File: config.mk
export PLATFORM = sky130hd
export DESIGN_NAME = shake_squeeze_serializer
export DESIGN_NICKNAME = d
export VERILOG_FILES = /design/src/rtl/shake_pkg.sv /design/src/rtl/shake_tail_mask.sv /design/src/rtl/shake_squeeze_serializer.sv
export SDC_FILE = /design/constraint.sdc
export NUM_CORES = 1
export LEC_CHECK = 0
export CAP_MARGIN = 5
export CORE_UTILIZATION = 23
export DETAILED_ROUTE_END_ITERATION = 16
export PLACE_DENSITY = 0.46
export SETUP_SLACK_MARGIN = 0.02
export SYNTH_ARGS = -nofsm -noshare
export SYNTH_HDL_FRONTEND = slang
export SYNTH_SLANG_ARGS = --single-unit
File: constraint.sdc
create_clock -name clk -period 3.92 [get_ports clk]
set_clock_uncertainty 0.1 [all_clocks]
set_input_delay 0.784 -clock clk [delete_from_list [all_inputs] [get_ports clk]]
set_output_delay 0.784 -clock clk [all_outputs]
set_load 0.02 [all_outputs]
File: src/rtl/shake_pkg.sv
// shake_pkg: shared FSM encoding and word geometry for the SHAKE squeeze serializer.
package shake_pkg;
    localparam int WORD_BITS      = 64;
    localparam int BYTES_PER_WORD = 8;
    typedef enum logic [1:0] {IDLE, WAIT_BLK, STREAM} state_e;
endpackage

File: src/rtl/shake_tail_mask.sv
// shake_tail_mask: maps remaining byte count to a 64-bit data mask and byte keep (bit 7 = byte 0).
module shake_tail_mask
    import shake_pkg::*;
#(
    parameter int LEN_W = 16
) (
    input  logic [LEN_W-1:0] remaining,
    output logic [63:0]      mask,
    output logic [7:0]       keep
);
    logic [3:0] n;
    always_comb begin
        n    = (remaining >= LEN_W'(BYTES_PER_WORD)) ? 4'd8 : remaining[3:0];
        keep = 8'hFF << (4'd8 - n);
        mask = '0;
        for (int i = 0; i < BYTES_PER_WORD; i++) mask[63-8*i -: 8] = {8{keep[7-i]}};
    end
endmodule

File: src/rtl/shake_squeeze_serializer.sv
// shake_squeeze_serializer: turns OUT_BITS squeezed blocks into a length-limited 64-bit word stream.
// Optional SHAKE_SER_KEEP_EN adds an m_keep byte-enable output.
module shake_squeeze_serializer
    import shake_pkg::*;
#(
    parameter int OUT_BITS = 512,
    parameter int LEN_W    = 16
) (
    input  logic                clk,
    input  logic                reset_n,
    input  logic                start,
    input  logic [LEN_W-1:0]    out_len_bytes,
    input  logic                blk_valid,
    input  logic [OUT_BITS-1:0] blk_data,
    output logic                blk_ready,
    output logic                squeeze_req,
    output logic                m_valid,
    input  logic                m_ready,
    output logic [63:0]         m_data,
    output logic                m_last,
    output logic                busy,
`ifdef SHAKE_SER_KEEP_EN
    output logic [7:0]          m_keep,
`endif
    output logic                done
);
    localparam int WORDS = OUT_BITS / WORD_BITS;
    localparam int IDX_W = (WORDS > 1) ? $clog2(WORDS) : 1;

    state_e              state_q, state_d;
    logic [LEN_W-1:0]    rem_q, rem_d;
    logic [OUT_BITS-1:0] buf_q, buf_d;
    logic [IDX_W-1:0]    idx_q, idx_d;
    logic                sq_q, sq_d, done_q, done_d;
    logic                last;
    logic [LEN_W-1:0]    step;
    logic [63:0]         tail_mask;
    logic [7:0]          tail_keep;

    assign last = rem_q <= LEN_W'(BYTES_PER_WORD);
    assign step = last ? rem_q : LEN_W'(BYTES_PER_WORD);

    shake_tail_mask #(.LEN_W(LEN_W)) u_mask (
        .remaining(rem_q),
        .mask     (tail_mask),
        .keep     (tail_keep)
    );

    always_comb begin
        state_d = state_q;
        rem_d   = rem_q;
        buf_d   = buf_q;
        idx_d   = idx_q;
        sq_d    = 1'b0;
        done_d  = 1'b0;
        case (state_q)
            IDLE: if (start) begin
                if (out_len_bytes == '0) done_d = 1'b1;
                else begin
                    rem_d   = out_len_bytes;
                    state_d = WAIT_BLK;
                    sq_d    = 1'b1;
                end
            end
            WAIT_BLK: if (blk_valid) begin
                buf_d   = blk_data;
                idx_d   = '0;
                state_d = STREAM;
            end
            STREAM: if (m_ready) begin
                rem_d = rem_q - step;
                buf_d = buf_q << WORD_BITS;
                idx_d = idx_q + IDX_W'(1);
                if (last) begin
                    state_d = IDLE;
                    done_d  = 1'b1;
                end else if (idx_q == IDX_W'(WORDS - 1)) begin
                    state_d = WAIT_BLK;
                    sq_d    = 1'b1;
                end
            end
            default: state_d = IDLE;
        endcase
    end

    always_ff @(posedge clk or negedge reset_n) begin
        if (!reset_n) begin
            state_q <= IDLE;
            rem_q   <= '0;
            buf_q   <= '0;
            idx_q   <= '0;
            sq_q    <= 1'b0;
            done_q  <= 1'b0;
        end else begin
            state_q <= state_d;
            rem_q   <= rem_d;
            buf_q   <= buf_d;
            idx_q   <= idx_d;
            sq_q    <= sq_d;
            done_q  <= done_d;
        end
    end

    // All outputs decode from registered state so reset clears them immediately.
    assign m_valid     = state_q == STREAM;
    assign blk_ready   = state_q == WAIT_BLK;
    assign m_last      = m_valid && last;
    assign busy        = state_q != IDLE;
    assign squeeze_req = sq_q;
    assign done        = done_q;
    assign m_data      = m_valid ? (buf_q[OUT_BITS-1 -: WORD_BITS] & tail_mask) : 64'h0;
`ifdef SHAKE_SER_KEEP_EN
    assign m_keep      = m_valid ? tail_keep : 8'h00;
`else
    logic [7:0] unused_keep;
    assign unused_keep = tail_keep;
`endif
endmodule

## After elaboration in Yosys (flattened, before gate mapping)

Index checks and enable logic that the tools add are counted.

- Multiply operators: 0
- Reduce and logical (&&, ||, !) cells: 9
- Equal/unequal tests: 8
- Magnitude comparators: 2
- $add $sub $neg: 3
- Bitwise operators: 1
- Div/mod/pow operators: 0
- Multiplexer cells: 31
- Shift-type cells: 1

Operator list:

| cell | count |
|---|---|
| 512-bit 2-to-1 mux | 2 |
| 512-bit case mux with 2 select lines | 1 |
| 64-bit bitwise AND | 1 |
| 16-bit 2-to-1 mux | 4 |
| 64-bit 2-to-1 mux | 1 |
| 16-bit case mux with 2 select lines | 1 |
| 16-bit by 4-bit >= comparator with 1-bit output, second input constant | 1 |
| 16-bit by 4-bit <= comparator with 1-bit output, second input constant | 1 |
| 16-bit zero test | 1 |
| 16-bit subtractor | 1 |
| 2-bit 2-to-1 mux | 6 |
| 1-bit 2-to-1 mux | 9 |
| 8-bit by 4-bit << shifter with 8-bit output, first input constant | 1 |
| 3-bit 2-to-1 mux | 2 |
| 2-bit inequality test, second input constant | 3 |
| 2-bit case mux with 3 select lines | 1 |
| 3-bit case mux with 2 select lines | 1 |
| 2-bit nonzero test | 3 |
| 5-bit AND reduction | 1 |
| 4-bit 2-to-1 mux | 1 |
| 1-bit case mux with 2 select lines | 2 |
| 4-bit AND reduction | 1 |
| 4-bit subtractor, first input constant | 1 |
| 3-bit by 1-bit adder with 3-bit output, second input constant | 1 |
| 8 further kinds | 8 |

- Register bits after elaboration: 535
- Bits in latches: 0
- Bits of input ports: 533
- Bits in read-only memories: 0
- Output and inout bits: 70
- Logic and storage cells: 61
- Memories kept: 0
- RAM bits: 0

## Depth between registers and ports, before layout

- Depth after elaboration: 6
- Gate-level depth with buffers: 11
- Gate-level depth less buffers: 9

## By module

Synthesis repeated with hierarchy kept, for this count alone.

- Cells, all modules: 2,922
- Area, all modules: 24,811.3 µm²

Modules (own cells, without submodules):

| module | times used | area an instance (µm²) | sequential area each (µm²) | cells each |
|---|---|---|---|---|
| shake_squeeze_serializer | 1 | 24,099.4 | 13,387.8 | 2,821 |
| shake_tail_mask | 1 | 711.9 | 0.0 | 101 |

## Least setup slack after synthesis

OpenSTA, ideal clock, no wires.

- Path type: register to output
- Start point: register rem_q[7]
- End point: output m_data[14]
- Path buffers: 1
- Required time: 3,036 ps
- Arrival: 2,970 ps
- Path slack: 66 ps
- Stages on the path, launching flop included: 11
- Cell sequence: dfrtp_1 or4_4 nor4_4 nand2_1 ha_1 inv_1 ha_1 inv_1 a211o_1 buf_2 nor3b_1

- Cells in the longest elaborated chain, start to end: 6

RTL lines:

| what | line | source |
|---|---|---|
| from (decl) | shake_squeeze_serializer.sv:31 | `logic [LEN_W-1:0] rem_q, rem_d;` |
| from (signal assigned) | shake_squeeze_serializer.sv:96 | `rem_q <= rem_d;` |
| 16-bit by 4-bit >= comparator with 1-bit output | shake_tail_mask.sv:13 | `n = (remaining >= LEN_W'(BYTES_PER_WORD)) ? 4'd8 : remaining[3:0];` |
| 4-bit 2-to-1 mux | shake_tail_mask.sv:13 |  |
| 4-bit subtractor | shake_tail_mask.sv:14 | `keep = 8'hFF << (4'd8 - n);` |
| 8-bit by 4-bit << shifter with 8-bit output | shake_tail_mask.sv:14 |  |
| 64-bit bitwise AND | shake_squeeze_serializer.sv:111 | `assign m_data = m_valid ? (buf_q[OUT_BITS-1 -: WORD_BITS] & tail_mask) : 64'h0;` |
| 64-bit 2-to-1 mux | shake_squeeze_serializer.sv:111 |  |
| to (decl) | shake_squeeze_serializer.sv:19 | `output logic [63:0] m_data,` |

Every way passes these cells.

## Final worst setup path

- Start point: register rem_q[10]
- End point: output m_data[55]

Same word-level chain as after synthesis.

==> summary.md <==
| Metric | Value |
|---|---|
| Outcome | complete, but fails checks |
| Failing checks | negative setup slack |
| CP required | 3.04 ns |
| Non-Filler Instances | 4854 |
| Max-slew headroom | 20.4% |
| Worst r2r src | rem_q[8] |
| Synth Cell Area | 24300 um^2 |
| Max-cap violations | 0 |
| GR Util All Layers | 17.5% |
| FILL cells | 11.0k |
| Clock sink count | 535 |
| Commonest cells post-synth | nand2_1, dfrtp_1, nor2_1 |
| Syn_area_per_cell | 8.50 um^2 |
| RSZ-0062 raised after global routing | yes |
| Min Clock Period, post-route | 4.24 ns |
| Routability congestion estimate | 0.842 |
| Main combinational cell family by area after synthesis | simple AND/OR/NAND/NOR gates |
| Synthesized instance count | 2854 |
| Initial antenna violation count | 43 |
| Die Y | 327 um |
| Leakage | 14.7 nW |
| CTS clock-pin slew for the worst setup and hold paths | 0.06 ns |
| Clock tree from TritonCTS | built |
| Syn. warnings | 0 |
| Synth Area in Compound Gates | 15.9% |
| Largest net degree at the start of global routing | 200 |
| Vias in the first global route | 21.7k |
| CP peak stage delay | 0.57 ns |
| Die Width | 327 um |
| Area leader, netlist | dfrtp_1 |
| Synthesis-to-finish area growth | 44.2% |
| Most frequent CP cell | buf_6 |
| Routed wire length | 95.3 mm |
| DR WL/cell | 19.6 um |
| Post-synth EDFFs | 0 |
| Final worst setup slack | -0.319 ns |
| Post-Synthesis Net Count | 3394 |
| Worst path cell trace | or4_4 -> nor4_4 -> nand2_1 -> ha_2 -> inv_2 -> ha_4 -> inv_4 -> a221oi_2 -> buf_4 -> buf_12 -> buf_6 -> and2_4 -> buf_6 |
| Via/cell ratio | 4.50 |
| Slowest CP cell | or4_4 |
| DR pass1 iterations | 5 |
| Residual DRC count | 0 |
| Num rows | 118 |
| Hold_buf cts | 0 |
| Worst hold slack | 0.0808 ns |
| Netlist cell types | 62 |
| FF+latch area | 13400 um^2 |
| Prevailing post-synth register cell | dfrtp_1 |
| Main area contributors after synthesis | dfrtp_1, nand2_1, a31oi_1 |
| Most frequent cell after synthesis | nand2_1 |
| Core ar. | 104000 um^2 |
| Mux contribution to synthesized area | 0.129% |
| Cell Pwr Density | 875 nW/um^2 |
| H-tree levels | 3 |
| Worst setup path start | rem_q[10] |
| DP Cell Count | 4691 |
| Synth Area in XOR/XNOR | 0% |
| Initial core utilization | 23.3% |
| Synth Register Bits | 535 |
| Asr flop ratio synth | 100% |
| Post-route clock period utilization | 108% |
| Area share of and/or/nand/nor cells after synthesis | 24.4% |
| Crit path DAT | 3.35 ns |
| Crit end category | output port |
| Starting DRT DRC Count | 1601 |
| Crit Path Category | reg2out |
| Cts bufs inserted | 72 |
| Layout cells sized above 1 | 9.62% |
| VDD IR max | 0.839 mV |
| Crit-path max FO | 4 |
| Yosys top cell area share | 55.2% |
| Seq/Total Area, Yosys | 55.2% |
| Sum Neg Setup Slack | -9.98 ns |
| Max-slew violation count | 0 |
| Hpwl dp | 68.1 mm |
| Fin. Hold Viols | 0 |
| Layout Nets | 3934 |
| Detail Route Antenna Nets | 0 |
| FMAX | 0.236 GHz |
| Pre-CTS setup slack | -0.235 ns |
| Final setup violation count | 47 |
| Via count | 21.9k |
| Congestion Overflow GR | 0 |
| Worst-skew pair later-pin latency | 0.64 ns |
| First-pass GRT wire length | 142 mm |
| Slew at the pin closest to its max-slew limit | 1.19 ns |
| Hold/Removal Path Class | in2async |
| Adder-Cell Fraction of Synth Area | 0.361% |
| Root Buffer | clkbuf_16 |
| Die ar. | 107000 um^2 |
| I/O pins | 603 |
| Worst Setup Start Kind | flip-flop |
| Port bufs | 602 |
| Clock buffer depth | 3 |
| Multi-input logic area | 10200 um^2 |
| Pwr Total | 30.6 mW |
[flip-flops by register name, indices dropped and copies added, names as in the netlist]
name,cells
idx_q,3
squeeze_req,1
done,1
state_q,2
buf_q,512
rem_q,16
[metrics by stage]
step	area, um^2	util (%)
6_report	35000	33.6
5_1_grt	35000	33.6
4_1_cts	34800	33.4
3_5_place_dp	32100	30.8
3_3_place_gp	32100	30.8
2_1_floorplan	24300	-
[worst paths after layout]
path | end | slack, ns | cells past startpoint
hold / removal | buf_q[55] | 0.08 | 1
min in group clk | idx_q[2] | 0.39 | 2
max in group asynchronous | buf_q[478] | 2.68 | 2
setup reg to reg | rem_q[14] | 0.88 | 11
setup / recovery | m_data[55] | -0.32 | 13
hold reg to reg | idx_q[2] | 0.39 | 2
[cells in the final DEF, fill, tap and decap left out, types with 9 or more instances in the layout]
cell type	Yosys	routed
and2_1	34	19
clkdlybuf4s50_1	0	544
and2_4	0	15
buf_6	1	45
nor3b_2	0	11
nor2_1	461	460
buf_12	0	26
clkbuf_16	0	72
buf_4	1	73
a22o_1	65	65
clkbuf_8	0	19
clkbuf_1	176	14
clkinv_2	0	9
dfrtp_1	535	535
and3_4	0	13
diode_2	0	24
nand2_1	917	917
a31oi_1	455	455
[worst max-delay path: cells and delay by family, from the launching register on]
family | cells | cell delay (ns)
and+or+nand+nor | 4 | 1.18
buffers and inverters | 6 | 0.61
DFF | 1 | 0.37
adders and majority gates | 2 | 0.35
AOI/OAI and AO/OA | 1 | 0.22
[power breakdown]
group          internal [mW]  switching (mW)  total (mW)
combinational           5.58            8.72        14.3
sequential              8.06            1.46        9.53
clock                   4.15            2.65        6.81
[logic make-up after synthesis]
| family | count (synthesis) |
|---|---|
| other | 1 |
| and+or+nand+nor | 1487 |
| AOI/OAI and AO/OA | 578 |
| adders and majority gates | 7 |
| muxes | 3 |
| buffers and inverters | 243 |
| DFF | 535 |
[cell type report]
class | instances | share of cell area, %
Timing Repair Buffer | 698 | 20.4
Clock inverter | 25 | 0.951
Multi-Input combinational cell | 2076 | 29.1
Sequential cell | 535 | 38.3
Clock buffer | 105 | 6.05
Tap cell | 1380 | 4.93
Inverter | 11 | 0.147
Antenna cell | 24 | 0.172
[what timing repair did]
| item | in CTS | in global routing |
|---|---|---|
| gates resized for setup | 343 | 39 |
| endpoints found under the hold margin | 0 | 0 |
| pin swaps | 14 | 15 |
| buffers inserted | 9 | 3 |
| endpoints found under the setup margin | 65 | 58 |
| cloned | 0 | 0 |
[layer usage]
metal	vias to the layer above	global-route usage [%]	routed length (um)	share of wire, %
li1	10900	-	-	-
met3	162	4.31	5030	5.3
met2	535	27.3	44300	47
met1	10300	23.3	42800	45
met4	36	6.72	2810	2.9
met5	-	0	250	0.26
(Power assumes the default switching activity.)
